$ cat config.mk
export PLATFORM = sky130hd
export DESIGN_NAME = key_arbiter_flat
export DESIGN_NICKNAME = d
export VERILOG_FILES = /design/src/rtl/key_arbiter_if.sv /design/src/rtl/key_arbiter.sv /design/src/flat_wrapper.sv
export SDC_FILE = /design/constraint.sdc
export NUM_CORES = 1
export LEC_CHECK = 0
export BUFFER_PORTS_ARGS = -buffer_cell sky130_fd_sc_hd__buf_2
export CORE_UTILIZATION = 60
export CTS_BUF_LIST = sky130_fd_sc_hd__clkbuf_8
export CTS_CLUSTER_DIAMETER = 150
export DETAILED_ROUTE_END_ITERATION = 10
export GPL_TIMING_DRIVEN = 0
export PLACE_DENSITY = 0.79
export SETUP_SLACK_MARGIN = 0.05
export SYNTH_ARGS = -nofsm -noshare
export SYNTH_HDL_FRONTEND = slang
export SYNTH_SLANG_ARGS = --single-unit
$ cat constraint.sdc
create_clock -name clk -period 4.25 [get_ports clk]
set_input_delay 0.6375 -clock clk [delete_from_list [all_inputs] [get_ports clk]]
set_output_delay 0.6375 -clock clk [all_outputs]
set_load 0.005 [all_outputs]
$ cat src/rtl/key_arbiter_if.sv
// Keypad front-end bundle: raw keys and enable in, arbitrated note and command pulses out.
interface key_arbiter_if;
  logic        en;
  logic [14:0] keypad_i;
  logic [3:0]  keycode;
  logic        note_on;
  logic        mode_key;
  logic        sound_edge;

  modport master (
    output en, keypad_i,
    input  keycode, note_on, mode_key, sound_edge
  );

  modport slave (
    input  en, keypad_i,
    output keycode, note_on, mode_key, sound_edge
  );
endinterface

$ cat src/rtl/key_arbiter.sv
// Keypad scanner: 2-flop sync, tick-sampled debounce, last-note-priority arbitration of
// the 12 note keys and one-cycle command pulses for the mode and sound-series keys.
module key_arbiter #(
  parameter int unsigned DEBOUNCE_CYCLES = 120000
) (
  input  logic          clk,
  input  logic          n_rst,
  key_arbiter_if.slave  kif
);

  localparam logic [19:0] TICK_LAST = 20'(DEBOUNCE_CYCLES - 1);

  logic [14:0] sync1, sync2, samp, db;
  logic [13:0] db_d;
  logic [19:0] tick_cnt;
  logic        tick;
  logic [14:0] stable;
  logic [13:0] press;
  logic [11:0] rel;
  logic [3:0]  cur, cur_nxt;
  logic [3:0]  hi_press, lo_held;
  logic        cur_rel;
  logic        note_on_q, mode_q, sound_q;
  logic        unused_reserved;

  assign tick   = (tick_cnt == TICK_LAST);
  assign stable = ~(sync2 ^ samp);
  assign press  = db[13:0] & ~db_d;
  assign rel    = ~db[11:0] & db_d[11:0];

  // Key 14 is debounced like the others but has no consumer.
  assign unused_reserved = db[14];

  always_ff @(posedge clk or negedge n_rst) begin
    if (!n_rst) begin
      sync1    <= '0;
      sync2    <= '0;
      samp     <= '0;
      db       <= '0;
      db_d     <= '0;
      tick_cnt <= '0;
    end else begin
      sync1 <= kif.keypad_i;
      sync2 <= sync1;
      db_d  <= db[13:0];
      if (tick) begin
        tick_cnt <= '0;
        samp     <= sync2;
        // A bit only moves when two consecutive tick samples agree.
        db       <= (db & ~stable) | (sync2 & stable);
      end else begin
        tick_cnt <= tick_cnt + 20'd1;
      end
    end
  end

  always_comb begin
    hi_press = 4'd0;
    lo_held  = 4'd0;
    cur_rel  = 1'b0;
    for (int i = 0; i < 12; i++) begin
      if (press[i]) hi_press = 4'(i + 1);
      if (cur == 4'(i + 1) && rel[i]) cur_rel = 1'b1;
    end
    for (int i = 11; i >= 0; i--) begin
      if (db[i]) lo_held = 4'(i + 1);
    end
  end

  // New press beats a release of the current note in the same cycle.
  always_comb begin
    cur_nxt = cur;
    if (!kif.en)
      cur_nxt = 4'd0;
    else if (|press[11:0])
      cur_nxt = hi_press;
    else if (cur_rel)
      cur_nxt = lo_held;
  end

  always_ff @(posedge clk or negedge n_rst) begin
    if (!n_rst) begin
      cur       <= 4'd0;
      note_on_q <= 1'b0;
      mode_q    <= 1'b0;
      sound_q   <= 1'b0;
    end else begin
      cur       <= cur_nxt;
      note_on_q <= (cur_nxt != 4'd0);
      mode_q    <= kif.en & press[12];
      sound_q   <= kif.en & press[13];
    end
  end

  assign kif.keycode    = cur;
  assign kif.note_on    = note_on_q;
  assign kif.mode_key   = mode_q;
  assign kif.sound_edge = sound_q;

endmodule

$ cat src/flat_wrapper.sv
// flat-port wrapper written by rule: the top's interface ports become plain ports
module key_arbiter_flat 
#(
  parameter int unsigned DEBOUNCE_CYCLES = 120000
)
  (clk, n_rst, kif_en, kif_keypad_i, kif_keycode, kif_note_on, kif_mode_key, kif_sound_edge);
  key_arbiter_if kif_i ();
  input  logic clk;
  input  logic n_rst;
  input wire logic [$bits(kif_i.en)-1:0] kif_en;
  input wire logic [$bits(kif_i.keypad_i)-1:0] kif_keypad_i;
  output wire logic [$bits(kif_i.keycode)-1:0] kif_keycode;
  output wire logic [$bits(kif_i.note_on)-1:0] kif_note_on;
  output wire logic [$bits(kif_i.mode_key)-1:0] kif_mode_key;
  output wire logic [$bits(kif_i.sound_edge)-1:0] kif_sound_edge;
  assign kif_i.en = kif_en;
  assign kif_i.keypad_i = kif_keypad_i;
  assign kif_keycode = kif_i.keycode;
  assign kif_note_on = kif_i.note_on;
  assign kif_mode_key = kif_i.mode_key;
  assign kif_sound_edge = kif_i.sound_edge;
  key_arbiter #(.DEBOUNCE_CYCLES(DEBOUNCE_CYCLES)) u_core (.clk(clk), .n_rst(n_rst), .kif(kif_i));
endmodule
# Word-level counts from Yosys, hierarchy flattened
# Index checks and enable logic that the tools add are counted.
# word_totals
out_inout_bits	7
register_bits	101
# classes
n_addsub	1
bitwise	12
eq_ne	13
mux	40
reduce_logical	14
# ops
operator	count
$mux W4	20
$and A15 B15 Y15	2
$not A15 Y15	2
$add A20 B1 Y20 const B	1
$eq A20 B17 Y1 const B	1
$eq A4 B4 Y1 const B	5
$mux W20	1
$eq A4 B3 Y1 const B	4
$or A15 B15 Y15	1
$xor A15 B15 Y15	1
$and A14 B14 Y14	1
$not A14 Y14	1
$mux W1	13
$and A12 B12 Y12	1
$logic_and A1 B1 Y1	12
$mux W3	4
$not A12 Y12	1
$reduce_or A12 Y1	1
$eq A4 B2 Y1 const B	2
$eq A4 B1 Y1 const B	1
$mux W2	2
$reduce_bool A4 Y1	1
$and A1 B1 Y1	2

# Depth between registers and ports, before layout
# Gate-level depths: netlist (run 1).
# logic_depth
depth_word	19
ltp_mapped	9

# Worst setup path after synthesis (run 1)
# Ideal clock, no wire load.
# synth_timing
kind	reg-to-reg
from	register u_core.cur[0], in the netlist u_core.kif.keycode[0]
to	register u_core.note_on_q, in the netlist u_core.kif.note_on
path_buffers	1
path_stages_with_launch	9
slack_ns	1.812
setup_time_ns	0.139
period_less_slack_ns	2.438
arrival_time_ns	2.300
required_time_ns	4.111
path_cell_list	dfrtp_1 > clkbuf_1 > nor4bb_1 > or4_1 > o211a_2 > a32o_2 > a221o_1 > o211a_1 > or4_1
# synth_via
elab_chain_cells	18
# synth_lines
item	line	source
start, declared	key_arbiter.sv:20	logic [3:0] cur, cur_nxt;
start signal, assigned	key_arbiter.sv:88	cur <= cur_nxt;
$eq A4 B1 Y1	key_arbiter.sv:63	if (cur == 4'(i + 1) && rel[i]) cur_rel = 1'b1;
$logic_and A1 B1 Y1	key_arbiter.sv:63	
$mux W1 (11 in series)	key_arbiter.sv:63	
$mux W1 (*)	key_arbiter.sv:63	
$mux W4 (*)	key_arbiter.sv:77	else if (cur_rel)
$mux W4 (*)	key_arbiter.sv:75	else if (|press[11:0])
$mux W4 (*)	key_arbiter.sv:73	if (!kif.en)
via u_core.cur_nxt[1]	key_arbiter.sv:20	
$reduce_bool A4 Y1 (*)	key_arbiter.sv:89	note_on_q <= (cur_nxt != 4'd0);
end signal, assigned	key_arbiter.sv:89	
end, declared	key_arbiter.sv:23	logic note_on_q, mode_q, sound_q;
# The timed path passes the listed nets; every way through them passes the cells marked *.
# A chain may end at the register's enable or synchronous reset.

# Worst setup path after layout (run 1)
# layout_timing
from	register u_core.cur[1], in the netlist u_core.kif.keycode[1]
to	register u_core.note_on_q, in the netlist u_core.kif.note_on
# The elaborated chain is that of the path after synthesis.

==> results of run 1 <==
power groups by stage:
| stage | registers [W] | clock network [W] | logic (W) |
|---|---|---|---|
| 4_1_cts | 0.000942 | 0.000535 | 0.0000301 |
| 5_1_grt | 0.000944 | 0.000569 | 0.0000336 |
| 2_1_floorplan | 0.000959 | 0 | 0.00000107 |
| 6_report | 0.000942 | 0.000524 | 0.0000286 |
| 3_3_place_gp | 0.000959 | 0 | 0.0000261 |
| 3_5_place_dp | 0.000960 | 0 | 0.0000301 |
stage by stage:
step	area [um^2]	util, %	hold WS [ps]	std cells	power, W
after floorplan	3900	-	331	356	0.000960
after global placement	4110	67.3	333	454	0.000986
after detailed placement	4140	67.8	336	455	0.000990
after CTS	4310	70.7	255	471	0.00151
after global routing	4310	70.7	270	471	0.00155
final	4310	70.7	237	471	0.00149
worst max path at each step:
stage | startpoint | endpoint | slack (ps) | cells after the start
floorplan | u_core.kif.keycode[0]$_DFF_PN0_ | u_core.kif.note_on$_DFF_PN0_ | 1810 | 8
global placement | u_core.kif.keycode[1]$_DFF_PN0_ | u_core.kif.note_on$_DFF_PN0_ | 1600 | 8
detailed placement | u_core.kif.keycode[1]$_DFF_PN0_ | u_core.kif.note_on$_DFF_PN0_ | 1590 | 8
CTS | u_core.kif.keycode[1]$_DFF_PN0_ | u_core.kif.note_on$_DFF_PN0_ | 1570 | 8
global route | u_core.tick_cnt[0]$_DFF_PN0_ | u_core.samp[2]$_DFFE_PN0N_ | 1360 | 9
finish | u_core.kif.keycode[1]$_DFF_PN0_ | u_core.kif.note_on$_DFF_PN0_ | 1560 | 8
final cells by class:
class                      count  area, um^2  area share [%]
sequential                    97        2430            56.3
multi-input combinational    222        1330            30.9
timing repair buffer          24         145            3.37
clock buffer                  10         138            3.19
inverter                      26        97.6            2.27
tap                           75        93.8            2.18
buffer                        11        41.3           0.958
clock inverter                 6        35.0           0.813
per-layer routing:
| layer | wire [um] | global-route usage [%] |
|---|---|---|
| met2 | 3450 | 38.3 |
| met4 | 139 | 10.2 |
| met1 | 3450 | 33.9 |
| met5 | 0 | 0 |
| met3 | 269 | 4.62 |
layout by cell type (no fill, tap or decap), types with 8 or more instances in the layout:
master	count
clkbuf_1	11
inv_1	28
clkbuf_8	10
nor2_1	15
nand3_1	11
and3_1	8
a21oi_1	17
o21ai_0	48
nand2b_1	11
nand2_1	31
buf_2	22
dfrtp_1	97
xnor2_1	9
worst reg2reg max path: stages (launching register included):
cell,delay [ps]
dfrtp_1,430
clkbuf_1,230
or4bb_1,560
a31o_2,280
o21ai_0,110
a32o_2,210
a221oi_1,90
a21o_1,200
or4_1,460
logic make-up after synthesis:
kind of cell,after synthesis
xor+xnor,16
fa+ha+maj,1
buf+inv,37
mux,1
flops,97
simple gates,112
compound gates,92
==> flow_summary.json, run 1 <==
{
  "status": "complete, no violations",
  "r2r.worst_path.cells": 8,
  "netSwitchingFraction_pct": 21.7,
  "synth_cell_types": 47,
  "cts_buffers": 9,
  "wl_mm": 7.30,
  "worst_pin_slew_ps": 649,
  "synth-edff-count": 0,
  "netlist_area_mm2": 0.00390,
  "overflow": 0,
  "hold_path.class": "primary input to async pin",
  "core_area_mm2": 0.00610,
  "post_cts_buffers": 0,
  "initial_core_util_pct": 63.9,
  "syn_area_per_cell_um2": 10.9,
  "drt_iter0_drc": 178,
  "synthFlopType": "dfrtp_1",
  "syn_inst": 356,
  "hold_viol_final": 0,
  "synth.most_common_cell": "dfrtp_1",
  "critPathSlowestCell": "or4bb_1",
  "numPortBuffers": 23,
  "fin_worst_skew_ps": 15.4,
  "cts.htree.levels": 3,
  "io_pins": 25,
  "switching_power_w": 0.000325,
  "clk_pin_slew_worst_paths_ps": 100,
  "synth-simple-area-share_pct": 16.0,
  "yosys.area_share.adder_pct": 0.321,
  "p_leak_nw": 1.99,
  "vias": 2755,
  "insertion_delay_ps": 360,
  "worstPathRequired_ps": 4490,
  "combPwrFrac_pct": 1.9,
  "r2r_end": "u_core.kif.note_on$_DFF_PN0_",
  "ir_worst_vdd_v": 0.000277,
  "finalSetupViolCount": 0,
  "synth_top_family_by_area": "simple AND/OR/NAND/NOR gates",
  "gp_congestion": 0.889,
  "grt_use_total_pct": 24.5,
  "synth_common_cells": "dfrtp_1, o21ai_0, nand2_1",
  "grt_setup_unrepaired": "no",
  "powerDensity_mw_per_mm2": 347,
  "setup_tns_ps": 0,
  "wl_per_cell_um": 15.5,
  "nets": 410,
  "place_ws_ps": 1590,
  "p_int_w": 0.00117,
  "yosys_warnings": 0,
  "yosysTopAreaCell": "dfrtp_1",
  "synth_nets": 375,
  "synth_xor_xnor_area_share_pct": 3.60,
  "finalWorstPathRequiredPeriod_ps": 2690,
  "die_h_um": 82.6,
  "ys_seq_area_share_pct": 62.3,
  "cts_root_buf": "clkbuf_8",
  "drc_errors": 0,
  "worstReg2RegStart": "u_core.kif.keycode[1]$_DFF_PN0_",
  "timing.slew.headroom_pct": 56.3,
  "crit_family": "simple AND/OR/NAND/NOR gates",
  "post-synth-top-area-fraction_pct": 62.3,
  "grt_max_degree": 61,
  "viasPerCell": 5.85,
  "finalCritPeriodShare_pct": 63.2,
  "dp_hpwl_mm": 5.04,
  "cp_num_buf_inv": 1,
  "startpoint_type": "register",
  "area_growth_pct": 10.6,
  "rows": 28,
  "layout-drive-gt1-share_pct": 10.6,
  "worstSetupPathType": "register to register",
  "ant_nets": 0,
  "diodes": 0,
  "die_x_um": 82.6,
  "crit_chain": "clkbuf_1, or4bb_1, a31o_2, o21ai_0, a32o_2, a221oi_1, a21o_1, or4_1",
  "firstDrtPassIters": 4,
  "cap_violations": 0,
  "antenna_found_initial": 0,
  "finalMaxSlewViolations": 0,
  "cts_tree": "done",
  "regToRegSetupSlack_ps": 1560,
  "async_flop_share_pct": 100,
  "design.die.area_mm2": 0.00682,
  "grt_pass1_wl_mm": 12.1,
  "clkPwrFrac_pct": 35.1,
  "clk_path_buf_depth": 2,
  "fin_ws_ps": 1560,
  "path_max_fanout": 10,
  "ctsResizeCount": 0,
  "max_clock_freq_mhz": 372,
  "cts.sinks": 97,
  "yosys-mux-area-fraction_pct": 0.257,
  "synth_compound_area_share_pct": 14.0,
  "cts_hold_buf": 0,
  "p_seq_share_pct": 63.0,
  "ys_ff_latch": 97,
  "cp-end-kind": "register",
  "critical-path-max-stage-delay_ps": 550,
  "fillers": 456,
  "synth.top_cells.by_area": "dfrtp_1, o21ai_0, nand2_1",
  "grt_pass1_vias": 2637,
  "cp.arrival_ps": 2930
}
(Power assumes the default switching activity.)
==> inputs of run 2 (changes only) <==
ABC_AREA = 1   (was default)
clock period = 2.6 ns   (was 4.25 ns; I/O delays follow)
==> run 2 against run 1 <==
Effect of this change: sequential power increased by 63%; global-route usage down 0.70 points; final cell count is 18% higher; register-to-register slack got worse by 950 ps; largest cell class unchanged; combinational power up 63%.
==> flow_summary.json, run 2 <==
{
  "regToRegSetupSlack_ps": 610,
  "yosysTopAreaCell": "dfrtp_1",
  "finalSetupViolCount": 0,
  "mostFrequentLayoutCells": "dfrtp_1, nand2_1, nor2_1",
  "design.die.area_mm2": 0.00696,
  "nets": 491,
  "io_pins": 25,
  "dp_cells": 537,
  "finalMaxSlewViolations": 0,
  "ys_seq_area_share_pct": 61.0,
  "async_flop_share_pct": 100,
  "cts.sinks": 97,
  "wl_per_cell_um": 13.3,
  "clk_path_buf_depth": 2,
  "layout_commonest_cell": "dfrtp_1",
  "final_cells": 554,
  "post_cts_buffers": 0,
  "grt_pass1_wl_mm": 13.0,
  "worst_pin_slew_ps": 564,
  "cts_root_buf": "clkbuf_8",
  "whs_path_depth": 1,
  "status": "complete, no violations",
  "powerDensity_mw_per_mm2": 556,
  "viasPerCell": 5.49,
  "firstDrtPassIters": 4,
  "cts.htree.levels": 3,
  "grt_use_total_pct": 23.8,
  "drt_iter0_drc": 165,
  "yosys_warnings": 0,
  "cts_buffers": 9,
  "synth_cell_types": 28,
  "worstReg2RegStart": "u_core.tick_cnt[0]$_DFF_PN0_",
  "diodes": 0,
  "die_x_um": 83.4,
  "startpoint": "u_core.tick_cnt[0]$_DFF_PN0_",
  "drc_errors": 0,
  "synth.most_common_cell": "dfrtp_1",
  "finish.utilization_pct": 68.9,
  "max_clock_freq_mhz": 503,
  "worstPathRequired_ps": 2820,
  "grt_max_degree": 66,
  "netlist_area_mm2": 0.00398,
  "dp_hpwl_mm": 5.28,
  "cp-end-kind": "register",
  "cp.arrival_ps": 2200,
  "finalWorstPathRequiredPeriod_ps": 1990,
  "gp_congestion": 0.900,
  "ant_nets": 0,
  "layout-drive-gt1-share_pct": 13.0,
  "insertion_delay_ps": 360,
  "hold_viol_final": 0,
  "hold-path-endpoint": "u_core.sync1[13]$_DFF_PN0_",
  "fin_worst_skew_ps": 6.36,
  "cap_violations": 0,
  "cts_tree": "done",
  "worstSetupPathType": "register to register",
  "hold_path.class": "primary input to register",
  "wl_mm": 7.38,
  "post-synth-top-area-fraction_pct": 61.0,
  "synth_nets": 455,
  "overflow": 0,
  "ys_ff_latch": 97,
  "die_h_um": 83.4,
  "finalCritPeriodShare_pct": 76.4,
  "setup_tns_ps": 0,
  "initial_core_util_pct": 62.3,
  "synth-edff-count": 0,
  "rows": 29,
  "syn_area_per_cell_um2": 9.12,
  "ir_worst_vdd_v": 0.000496,
  "holdWs_ps": 129,
  "vias": 3040,
  "grt_setup_unrepaired": "no",
  "synth_common_cells": "dfrtp_1, nand2_1, nor2_1",
  "synth.top_cells.by_area": "dfrtp_1, nand2_1, nor2_1",
  "area_growth_pct": 10.6,
  "path_max_fanout": 10,
  "p_leak_nw": 2.32,
  "antenna_found_initial": 0,
  "hp-start": "kif_keypad_i[13]",
  "syn_inst": 436,
  "clk_pin_slew_worst_paths_ps": 90,
  "timing.slew.headroom_pct": 62.4,
  "numPortBuffers": 23,
  "r2r.worst_path.cells": 7,
  "core_area_mm2": 0.00639,
  "grt_pass1_vias": 2953,
  "startpoint_type": "register",
  "synthFlopType": "dfrtp_1"
}
[run 2: cell families (layout without fill, tap and decap cells)]
kind of cell | after synthesis | after routing | share of synthesized area [%]
buffers and inverters | 61 | 102 | 5.98
flip-flops | 97 | 97 | 61.0
AND/OR/NAND/NOR | 218 | 218 | 24.0
AO/OA/AOI/OAI | 52 | 52 | 7.17
adder cells (fa/ha/maj) | 1 | 1 | 0.315
XOR/XNOR | 7 | 7 | 1.54
[run 2: area by class of cell]
| class | count | area (um^2) |
|---|---|---|
| clock inverter | 7 | 46.3 |
| clock buffer | 9 | 124 |
| fill | 490 | 1990 |
| buffer | 5 | 27.5 |
| sequential | 97 | 2430 |
| timing repair buffer | 25 | 155 |
| tap | 77 | 96.3 |
| inverter | 56 | 210 |
| multi-input combinational | 278 | 1310 |
[run 2: what timing repair did]
item                                    CTS  global route
endpoints found under the setup margin    0             0
hold buffers                              1             0
hold endpoints to repair                 32             0
resized for setup                         0             0
[run 2: worst max path at each step]
stage                                         end  cells after the start
floorplan           u_core.tick_cnt[18]$_DFF_PN0_                     12
global placement        u_core.sync1[9]$_DFF_PN0_                      1
detailed placement                       register                      7
CTS                                      register                      7
global route                             register                      7
finish                                   register                      7
[run 2: per-stage QoR]
stage / instance area, um^2 / power [W] / setup WS [ps]
5_1_grt: 4400 / 0.00254 / 428
6_report: 4400 / 0.00244 / 613
2_1_floorplan: 3980 / 0.00157 / 994
3_5_place_dp: 4220 / 0.00162 / 649
3_3_place_gp: 4190 / 0.00161 / 275
4_1_cts: 4400 / 0.00247 / 638
[run 2: report_power, final]
| part | switching (W) | internal, W |
|---|---|---|
| combinational | 0.0000322 | 0.0000145 |
| sequential | 0.00000940 | 0.00153 |
| clock | 0.000512 | 0.000348 |
| total | 0.000553 | 0.00189 |
[run 2: critical path: stages, from the launching register on]
cell and delay [ps]:
dfrtp_1 400, ha_1 210, nand3_2 120, nor4_1 270, nand2_1 300, buf_2 290
o21ai_0 150, o21ai_0 110
[run 2: metal layers]
| layer | vias to the layer above | GRT usage, % | routed length (um) |
|---|---|---|---|
| li1 | 1470 | - | - |
| met3 | 21 | 4.47 | 334 |
| met4 | 0 | 12.6 | 254 |
| met1 | 1458 | 32.0 | 3320 |
| met2 | 91 | 37.3 | 3470 |
| met5 | - | 0 | 0 |
